**src/rtl/mole_keypad_frontend_pkg.sv**
```systemverilog
// Shared constants, hit-latch state encoding and key priority helper for the mole keypad frontend.
package mole_keypad_frontend_pkg;

  localparam int unsigned N_KEYS_DEF     = 8;
  localparam int unsigned IDX_W          = 3;
  localparam int unsigned DEBOUNCE_BOARD = 50000;
  localparam int unsigned DEBOUNCE_SIM   = 4;

  typedef enum logic [0:0] {
    StIdle,
    StPending
  } hit_state_e;

  typedef struct packed {
    logic [N_KEYS_DEF-1:0] onehot;
    logic [IDX_W-1:0]      idx;
  } key_sel_t;

  // Scans from the top down so the lowest set bit is the last one written.
  function automatic key_sel_t lowest_set(input logic [N_KEYS_DEF-1:0] v);
    key_sel_t s;
    s = '0;
    for (int i = N_KEYS_DEF - 1; i >= 0; i--) begin
      if (v[i]) begin
        s.onehot    = '0;
        s.onehot[i] = 1'b1;
        s.idx       = IDX_W'(i);
      end
    end
    return s;
  endfunction

endpackage

```
**src/rtl/mole_keypad_frontend_key_debounce.sv**
```systemverilog
// One keypad line: 2-flop synchroniser, stability counter, debounced level and press pulse.
module key_debounce #(
  parameter int unsigned DEBOUNCE_CYCLES = 4,
  parameter int unsigned CNT_W           = 16
) (
  input  logic i_clk,
  input  logic i_rst,
  input  logic i_raw,
  output logic o_level,
  output logic o_rise
);

  logic             r_sync1;
  logic             r_sync2;
  logic             r_stable;
  logic [CNT_W-1:0] r_cnt;
  logic             w_done;

  assign w_done  = (r_sync2 != r_stable) && (r_cnt == CNT_W'(DEBOUNCE_CYCLES - 1));
  // Rise is combinational so the hit latch loads on the same edge the level flips.
  assign o_rise  = w_done & r_sync2;
  assign o_level = r_stable;

  always_ff @(posedge i_clk or posedge i_rst) begin
    if (i_rst) begin
      r_sync1  <= 1'b0;
      r_sync2  <= 1'b0;
      r_stable <= 1'b0;
      r_cnt    <= '0;
    end else begin
      r_sync1 <= i_raw;
      r_sync2 <= r_sync1;
      if (r_sync2 == r_stable) begin
        r_cnt <= '0;
      end else if (w_done) begin
        r_stable <= r_sync2;
        r_cnt    <= '0;
      end else begin
        r_cnt <= r_cnt + 1'b1;
      end
    end
  end

endmodule

```
**src/rtl/mole_keypad_frontend.sv**
```systemverilog
// Keypad frontend: per-key debounce, lowest-index hit latch with ack handshake, dropped-press count.
module mole_keypad_frontend
  import mole_keypad_frontend_pkg::*;
#(
  parameter int unsigned N_KEYS          = N_KEYS_DEF,
  parameter int unsigned DEBOUNCE_CYCLES = DEBOUNCE_BOARD,
  parameter int unsigned CNT_W           = 16
) (
  input  logic              i_clk,
  input  logic              i_rst,
  input  logic [N_KEYS-1:0] i_keypad,
  input  logic              i_hit_ack,
  output logic [N_KEYS-1:0] o_key_level,
  output logic              o_hit_valid,
  output logic [N_KEYS-1:0] o_hit_key,
  output logic [IDX_W-1:0]  o_hit_idx,
  output logic [7:0]        o_drop_cnt
);

  logic [N_KEYS-1:0] w_rise;
  key_sel_t          w_sel;
  logic [3:0]        w_npress;
  logic [3:0]        w_drops;
  logic [8:0]        w_sum;
  logic              w_load;

  hit_state_e        r_state;
  hit_state_e        w_state_next;
  logic [N_KEYS-1:0] r_hit_key;
  logic [N_KEYS-1:0] w_hit_key_next;
  logic [IDX_W-1:0]  r_hit_idx;
  logic [IDX_W-1:0]  w_hit_idx_next;
  logic [7:0]        r_drop_cnt;
  logic [7:0]        w_drop_cnt_next;

  for (genvar g = 0; g < N_KEYS; g++) begin : g_key
    key_debounce #(
      .DEBOUNCE_CYCLES(DEBOUNCE_CYCLES),
      .CNT_W          (CNT_W)
    ) u_key_debounce (
      .i_clk  (i_clk),
      .i_rst  (i_rst),
      .i_raw  (i_keypad[g]),
      .o_level(o_key_level[g]),
      .o_rise (w_rise[g])
    );
  end

  assign w_sel = lowest_set(w_rise);

  always_comb begin
    w_npress = '0;
    for (int i = 0; i < N_KEYS; i++) begin
      w_npress = w_npress + 4'(w_rise[i]);
    end
  end

  always_comb begin
    w_state_next   = r_state;
    w_hit_key_next = r_hit_key;
    w_hit_idx_next = r_hit_idx;
    w_drops        = '0;
    w_load         = 1'b0;
    unique case (r_state)
      StIdle: begin
        w_load = (w_npress != 4'd0);
      end
      StPending: begin
        if (i_hit_ack) begin
          // Ack is applied first, so a same-edge press becomes the next hit.
          w_load         = (w_npress != 4'd0);
          w_state_next   = StIdle;
          w_hit_key_next = '0;
          w_hit_idx_next = '0;
        end else begin
          w_drops = w_npress;
        end
      end
      default: w_state_next = StIdle;
    endcase
    if (w_load) begin
      w_state_next   = StPending;
      w_hit_key_next = w_sel.onehot;
      w_hit_idx_next = w_sel.idx;
      w_drops        = w_npress - 4'd1;
    end
  end

  assign w_sum           = {1'b0, r_drop_cnt} + {5'b0, w_drops};
  assign w_drop_cnt_next = w_sum[8] ? 8'hFF : w_sum[7:0];

  always_ff @(posedge i_clk or posedge i_rst) begin
    if (i_rst) begin
      r_state    <= StIdle;
      r_hit_key  <= '0;
      r_hit_idx  <= '0;
      r_drop_cnt <= '0;
    end else begin
      r_state    <= w_state_next;
      r_hit_key  <= w_hit_key_next;
      r_hit_idx  <= w_hit_idx_next;
      r_drop_cnt <= w_drop_cnt_next;
    end
  end

  assign o_hit_valid = (r_state == StPending);
  assign o_hit_key   = r_hit_key;
  assign o_hit_idx   = r_hit_idx;
  assign o_drop_cnt  = r_drop_cnt;

endmodule

```
**config.mk**
```make
export PLATFORM = sky130hd
export DESIGN_NAME = mole_keypad_frontend
export DESIGN_NICKNAME = d
export VERILOG_FILES = /design/src/rtl/mole_keypad_frontend_pkg.sv /design/src/rtl/mole_keypad_frontend_key_debounce.sv /design/src/rtl/mole_keypad_frontend.sv
export SDC_FILE = /design/constraint.sdc
export NUM_CORES = 1
export LEC_CHECK = 0
export ABC_CLOCK_PERIOD_IN_PS = 6300
export CORE_ASPECT_RATIO = 0.7
export CORE_MARGIN = 2
export CORE_UTILIZATION = 61
export CTS_BUF_LIST = sky130_fd_sc_hd__clkbuf_8
export CTS_CLUSTER_SIZE = 14
export DETAILED_ROUTE_END_ITERATION = 8
export PLACE_DENSITY = 0.84
export RECOVER_POWER = 25
export SLEW_MARGIN = 20
export SYNTH_ARGS = -nofsm -noshare
export SYNTH_HDL_FRONTEND = slang
export SYNTH_SLANG_ARGS = --single-unit
```
**constraint.sdc**
```tcl
create_clock -name i_clk -period 6.3 [get_ports i_clk]
set_clock_uncertainty 0.2 [all_clocks]
set_input_delay 0.63 -clock i_clk [delete_from_list [all_inputs] [get_ports i_clk]]
set_output_delay 0.63 -clock i_clk [all_outputs]
set_load 0.03 [all_outputs]
```
==> results.sh, run 1 <==
export IMPL_grtUsageTotal=0.245
export IMPL_slew_violations=125
export IMPL_ios=39
export IMPL_vias=5914
export IMPL_startpoint="g_key[0].u_key_debounce.r_cnt[0]$_DFF_PP0_"
export IMPL_die_w_um=143
export IMPL_area_growth_pct=12.9
export IMPL_hpwlAfterDp_um=11200
export IMPL_hold_path_class="flip-flop to flip-flop"
export IMPL_dp_cells=990
export IMPL_worstPathArrival_ns=6.32
export IMPL_first_pass_iters=4
export IMPL_drive_gt1_frac=0.0948
export IMPL_grt_max_degree=125
export IMPL_wl_um=16500
export IMPL_drv_cap=1
export IMPL_placed_cell_area_mm2=0.00879
export IMPL_status="finished with violations"
export IMPL_rr_endpoint="o_drop_cnt[2]$_DFF_PP0_"
export IMPL_ys_ff_latch=172
export IMPL_start_util=0.627
export IMPL_syn_area_per_cell_um2=10.5
export IMPL_cts_tree="built"
export IMPL_crit_required_ns=6.45
export IMPL_worst_setup_path_start_kind="flip-flop"
export IMPL_fin_nets=865
export IMPL_post_route_cell_area_mm2=0.00934
export IMPL_cp_end_kind="flip-flop"
export IMPL_synthArstFlopShare=1.00
export IMPL_critical_path_peak_fanout=6
export IMPL_hold_depth=0
export IMPL_drt_iter0_markers=475
export IMPL_synth_edff_count=0
export IMPL_diodes=0
export IMPL_peakVddDrop_mv=0.186
export IMPL_period_minus_slack_ns=6.17
export IMPL_reg2reg_from="g_key[0].u_key_debounce.r_cnt[0]$_DFF_PP0_"
export IMPL_clock_latency_ns=0.45
export IMPL_path_class="flip-flop to flip-flop"
export IMPL_antenna_found_initial=0
export IMPL_clock_sinks=172
export IMPL_gr_total_overflow=0
export IMPL_ys_flop_type="dfrtp_1"
export IMPL_synthCells=786
export IMPL_syn_area_mm2=0.00827
export IMPL_rr_worst_depth=25
export IMPL_root_buffer="clkbuf_8"
export IMPL_min_from="g_key[7].u_key_debounce.r_sync1$_DFF_PP0_"
export IMPL_wl_per_cell_um=16.0
export IMPL_violations="capacitance limit, slew limit"
export IMPL_r2r_slack_ns=0.13
export IMPL_core_area_mm2=0.0132
export IMPL_power_density_mw_per_mm2=219
export IMPL_drtAntennaViolNets=0
export IMPL_gp_congestion=0.853
export IMPL_synth_fp_nets=819
export IMPL_tightest_slew_ns=4.44
export IMPL_die_h_um=101
export IMPL_grt_pass1_wl_um=28300
export IMPL_rows=35
export IMPL_htree_levels=4
export IMPL_vias_per_cell=5.75
export IMPL_drc_errors=0
export IMPL_yosysSeqAreaShare=0.520
export IMPL_numCtsBuffers=17
export IMPL_max_clock_freq_mhz=162
export IMPL_relSlewSlack=-1.97
export IMPL_synth_warnings=0
export IMPL_hold_viol=0
export IMPL_cts_max_path_buffers=2
export IMPL_setup_viol_count_final=0
export IMPL_p_leak_nw=4.30
export IMPL_tns_ns=0
export IMPL_clk_pin_slew_ns=0.08
export IMPL_yosys_cell_types_count=56
export IMPL_n_fill_cell=887
export IMPL_min_period_over_period=0.979
export IMPL_die_area_mm2=0.0145
export IMPL_port_buffers=38
export IMPL_holdPathEnd="g_key[7].u_key_debounce.r_sync2$_DFF_PP0_"
export IMPL_grt_pass1_vias=5946
export IMPL_final_cells=1029
-- Yosys cell counts (all sizes together) (3+ instances only) --
cell / instances / area (um2)
a32o: 3 / 30.0
xnor2: 53 / 464
nor4b: 4 / 41.3
a21oi: 7 / 35.0
or2: 6 / 37.5
nand3: 66 / 330
mux2: 9 / 101
inv: 21 / 78.8
and3: 51 / 319
nand4: 15 / 100
xor2: 66 / 578
a22o: 5 / 43.8
nand2: 36 / 135
nor2b: 7 / 51.3
ha: 17 / 213
nor4bb: 7 / 70.1
fa: 5 / 100
o21ai: 11 / 55.1
nor4: 12 / 75.1
and4bb: 5 / 62.6
nand2b: 9 / 56.3
buf: 10 / 70.1
and4b: 5 / 50.1
clkbuf: 12 / 45.0
nor3: 6 / 30.0
dfrtp: 172 / 4300
nor2: 138 / 518
or3: 4 / 25.0
-- registers in the layout (all words and copies together) (netlist names) --
signal and count:
g_key.u_key_debounce.r_cnt 128, g_key.u_key_debounce.o_level 8, g_key.u_key_debounce.r_sync1 8, g_key.u_key_debounce.r_sync2 8, o_drop_cnt 8, o_hit_key 8
o_hit_idx 3, o_hit_valid 1
-- logic make-up after synthesis --
group / Yosys count / share of synthesized area
AND/OR/NAND/NOR: 375 / 0.236
flip-flops: 172 / 0.520
XOR/XNOR: 119 / 0.126
AO/OA/AOI/OAI: 44 / 0.0415
buffers and inverters: 43 / 0.0234
adder cells (fa/ha/maj): 22 / 0.0378
multiplexers: 11 / 0.0147
-- timing repair --
item	CTS	global route
pin swaps	0	4
hold buffers	0	0
resized for setup	2	11
setup buffers	0	8
endpoints found under the setup margin	5	8
endpoints found under the hold margin	0	0
-- area by class of cell --
class / count / area (um2) / area share
clock buffer: 20 / 275 / 0.0295
clock inverter: 11 / 168 / 0.0180
inverter: 21 / 78.8 / 0.00844
multi-input combinational: 571 / 3820 / 0.409
sequential: 172 / 4300 / 0.461
tap: 185 / 231 / 0.0248
timing repair buffer: 49 / 463 / 0.0496
-- power by group --
| part | total (mW) | leakage, nW | internal (mW) | switching, mW |
|---|---|---|---|---|
| combinational | 0.0637 | 1.74 | 0.0189 | 0.0448 |
| sequential | 1.13 | 2.34 | 1.12 | 0.0133 |
| clock | 0.851 | 0.226 | 0.461 | 0.390 |
-- through the flow --
step	setup WS [ns]	util	hold WS, ns	power [mW]
2_1_floorplan	0.534	-	0.131	1.20
3_3_place_gp	0.409	0.667	0.133	1.22
3_5_place_dp	0.0298	0.667	0.137	1.22
4_1_cts	0.0411	0.701	0.156	2.06
5_1_grt	-0.117	0.708	0.162	2.13
6_report	0.135	0.708	0.154	2.05
-- cell usage in the layout, fill, tap and decap left out, drive strengths merged, types with 9 or more instances in the layout --
cell           Yosys  routed
xor2              66      66
dlygate4sd3        0       9
clkdlybuf4s50      0      29
and3              51      51
nand4             15      15
buf               10      11
dfrtp            172     172
xnor2             53      53
clkbuf            12      20
nand2             36      36
mux2               9       9
nor4              12      12
inv               21      22
nand3             66      66
nor2             138     138
nand2b             9       9
o21ai             11      11
ha                17      17
-- routing by layer --
| metal | routed length (um) | GRT usage | up-vias |
|---|---|---|---|
| met5 | 0 | 0 | - |
| met4 | 258 | 0.0731 | 0 |
| met3 | 680 | 0.0591 | 28 |
| met2 | 7950 | 0.388 | 150 |
| met1 | 7590 | 0.343 | 2965 |
| li1 | - | - | 2771 |
-- worst max-delay path: stages (launching register included) --
cell,delay (ns)
dfrtp_1,0.39
ha_1,0.22
and3_2,0.24
nand4_1,0.28
nor2_4,0.23
fa_1,0.43
inv_1,0.09
fa_1,0.42
inv_1,0.09
fa_1,0.42
ha_1,0.24
fa_2,0.60
inv_1,0.07
ha_2,0.21
inv_2,0.09
nor2_1,0.07
nor2_2,0.15
mux2_2,0.18
ha_1,0.16
inv_1,0.05
fa_1,0.41
nor2b_2,0.20
o21ai_0,0.11
nand2b_1,0.21
nand3_2,0.17
o21ai_0,0.14
-- worst max-delay path by stage --
stage                                    to  slack (ns)
floorplan           o_drop_cnt[2]$_DFF_PP0_        0.53
global placement    o_drop_cnt[2]$_DFF_PP0_        0.41
detailed placement  o_drop_cnt[2]$_DFF_PP0_        0.03
CTS                 o_drop_cnt[2]$_DFF_PP0_        0.04
global route        o_drop_cnt[6]$_DFF_PP0_       -0.12
finish              o_drop_cnt[2]$_DFF_PP0_        0.13
Note: power is estimated with default switching activity, not from simulation.
==> run 2, diff against run 1 <==
--- a/config.mk
+++ b/config.mk
@@ -8,11 +8,11 @@
 export ABC_CLOCK_PERIOD_IN_PS = 6300
 export CORE_ASPECT_RATIO = 0.7
 export CORE_MARGIN = 2
-export CORE_UTILIZATION = 61
+export CORE_UTILIZATION = 40
 export CTS_BUF_LIST = sky130_fd_sc_hd__clkbuf_8
 export CTS_CLUSTER_SIZE = 14
 export DETAILED_ROUTE_END_ITERATION = 8
-export PLACE_DENSITY = 0.84
+export PLACE_DENSITY = 0.61
 export RECOVER_POWER = 25
 export SLEW_MARGIN = 20
 export SYNTH_ARGS = -nofsm -noshare
==> run 2 against run 1 <==
Against the previous run:
- the run still ends with capacitance limit, slew limit left
- critical endpoint is now o_drop_cnt[7]$_DFF_PP0_
- final cell count up 8.1%
- highest routed layer unchanged
- combinational power down 0.6%
- setup slack gained 0.25 ns
- largest cell class unchanged
- hold slack worse by 0.0035 ns
- critical path type unchanged
- fmax increased by 4.2%
==> results.sh, run 2 (same netlist as run 1, synthesis figures left out) <==
export IMPL_rows=43
export IMPL_ios=39
export IMPL_peakVddDrop_mv=0.144
export IMPL_regArea_mm2=0.00431
export IMPL_wl_um=15200
export IMPL_power_density_mw_per_mm2=209
export IMPL_fin_util=0.468
export IMPL_period_minus_slack_ns=5.92
export IMPL_n_fill_cell=1889
export IMPL_p_int_mw=1.49
export IMPL_cp_end_kind="flip-flop"
export IMPL_critPathSlowestCell="fa_2"
export IMPL_critical_path_peak_fanout=5
export IMPL_clk_pin_slew_ns=0.09
export IMPL_fin_nets=863
export IMPL_tightest_slew_ns=3.46
export IMPL_switchingPower_uw=465
export IMPL_gr_total_overflow=0
export IMPL_grtUsageTotal=0.149
export IMPL_combPwrFrac=0.032
export IMPL_top_register="g_key.u_key_debounce.r_cnt"
export IMPL_relSlewSlack=-1.32
export IMPL_drive_gt1_frac=0.0903
export IMPL_critPathBufInv=6
export IMPL_dp_cells=1078
export IMPL_slowest_delay_ns=0.58
export IMPL_power_share_sequential=0.580
export IMPL_hold_path_class="flip-flop to flip-flop"
export IMPL_cts_max_path_buffers=2
export IMPL_wl_per_cell_um=13.6
export IMPL_numCtsBuffers=17
export IMPL_cp_top_family="adder cells"
export IMPL_die_area_mm2=0.0219
export IMPL_pre_cts_ws_ns=0.238
export IMPL_hold_viol=0
export IMPL_crit_required_ns=6.49
export IMPL_first_pass_iters=5
export IMPL_port_buffers=38
export IMPL_multi_input_area_mm2=0.00381
export IMPL_final_cell_mix="171 x dfrtp_1, 137 x nor2_1, 66 x xor2_1"
export IMPL_gp_congestion=0.773
export IMPL_status="finished with violations"
export IMPL_hpwlAfterDp_um=10700
export IMPL_path_class="flip-flop to flip-flop"
export IMPL_cts_tree="built"
export IMPL_cpMostUsedCell="inv_1"
export IMPL_die_w_um=176
export IMPL_root_buffer="clkbuf_8"
export IMPL_min_period_over_period=0.939
export IMPL_diodes=0
export IMPL_area_growth_pct=13.3
export IMPL_fin_hold_ws_ns=0.151
export IMPL_violations="capacitance limit, slew limit"
export IMPL_slew_violations=81
export IMPL_setup_ws_ns=0.383
export IMPL_hold_buffers=0
export IMPL_drt_iter0_markers=305
export IMPL_drtAntennaViolNets=0
export IMPL_p_sw_frac=0.238
export IMPL_grt_max_degree=81
export IMPL_largest_reg_flops=128
export IMPL_vias_per_cell=4.94
export IMPL_setup_viol_count_final=0
export IMPL_post_route_cell_area_mm2=0.00937
export IMPL_tns_ns=0
export IMPL_drv_cap=1
export IMPL_p_leak_nw=4.24
export IMPL_max_clock_freq_mhz=169
export IMPL_grt_pass1_vias=5255
export IMPL_core_area_mm2=0.0200
export IMPL_clock_sinks=172
export IMPL_power_frac_clock=0.388
export IMPL_antenna_found_initial=0
export IMPL_start_util=0.413
export IMPL_vias=5497
export IMPL_drc_errors=0
export IMPL_htree_levels=4
export IMPL_final_common_cell="dfrtp_1"
export IMPL_clock_latency_ns=0.46
export IMPL_die_h_um=124
export IMPL_placed_cell_area_mm2=0.00892
export IMPL_grt_pass1_wl_um=26300
export IMPL_power_total_mw=1.96
export IMPL_final_cells=1112
export IMPL_worstPathArrival_ns=6.11
export IMPL_worst_setup_path_start_kind="flip-flop"
[run 2: final timing paths]
check	end	start	slack, ns	cells past startpoint
setup / recovery	o_drop_cnt[7]$_DFF_PP0_	g_key[1].u_key_debounce.r_cnt[0]$_DFF_PP0_	0.38	26
max in group asynchronous	g_key[3].u_key_debounce.r_cnt[9]$_DFF_PP0_	i_rst	2.45	3
min in group asynchronous	g_key[6].u_key_debounce.r_cnt[12]$_DFF_PP0_	i_rst	1.42	2
setup reg to reg	o_drop_cnt[7]$_DFF_PP0_	g_key[1].u_key_debounce.r_cnt[0]$_DFF_PP0_	0.38	26
hold reg to reg	g_key[2].u_key_debounce.r_sync2$_DFF_PP0_	g_key[2].u_key_debounce.r_sync1$_DFF_PP0_	0.15	0
hold / removal	g_key[2].u_key_debounce.r_sync2$_DFF_PP0_	g_key[2].u_key_debounce.r_sync1$_DFF_PP0_	0.15	0
[run 2: area by class of cell]
| class | instances | share of cell area |
|---|---|---|
| Sequential cell | 172 | 0.460 |
| Multi-Input combinational cell | 571 | 0.407 |
| Timing Repair Buffer | 47 | 0.0478 |
| Tap cell | 270 | 0.0361 |
| Clock buffer | 17 | 0.0250 |
| Clock inverter | 14 | 0.0159 |
| Inverter | 21 | 0.00855 |
[run 2: what timing repair did]
| item | 4_1_cts | 5_1_grt |
|---|---|---|
| endpoints found under the setup margin | 0 | 8 |
| resized for setup | 0 | 9 |
| buffers inserted | 0 | 3 |
[run 2: worst reg2reg max path, delay by kind of cell (launching register included)]
| kind | cells | cell delay [ns] |
|---|---|---|
| flip-flops | 1 | 0.38 |
| adder cells (fa/ha/maj) | 9 | 3.04 |
| buffers and inverters | 6 | 0.56 |
| AO/OA/AOI/OAI | 1 | 0.08 |
| multiplexers | 2 | 0.29 |
| AND/OR/NAND/NOR | 8 | 1.27 |
[run 2: power groups by stage]
stage	Sequential, mW	Combinational [mW]	Clock (mW)
6_report	1.13	0.0633	0.759
3_5_place_dp	1.16	0.0672	0
3_3_place_gp	1.15	0.0672	0
5_1_grt	1.14	0.0762	0.831
4_1_cts	1.13	0.0674	0.784
2_1_floorplan	1.15	0.0456	0
[run 2: layer usage]
metal | part of all wire | up-vias | track usage
met2 | 0.41 | 58 | 0.199
met1 | 0.55 | 2649 | 0.236
met5 | 0 | - | 0
met3 | 0.027 | 13 | 0.0342
li1 | - | 2777 | -
met4 | 0.0095 | 0 | 0.0438
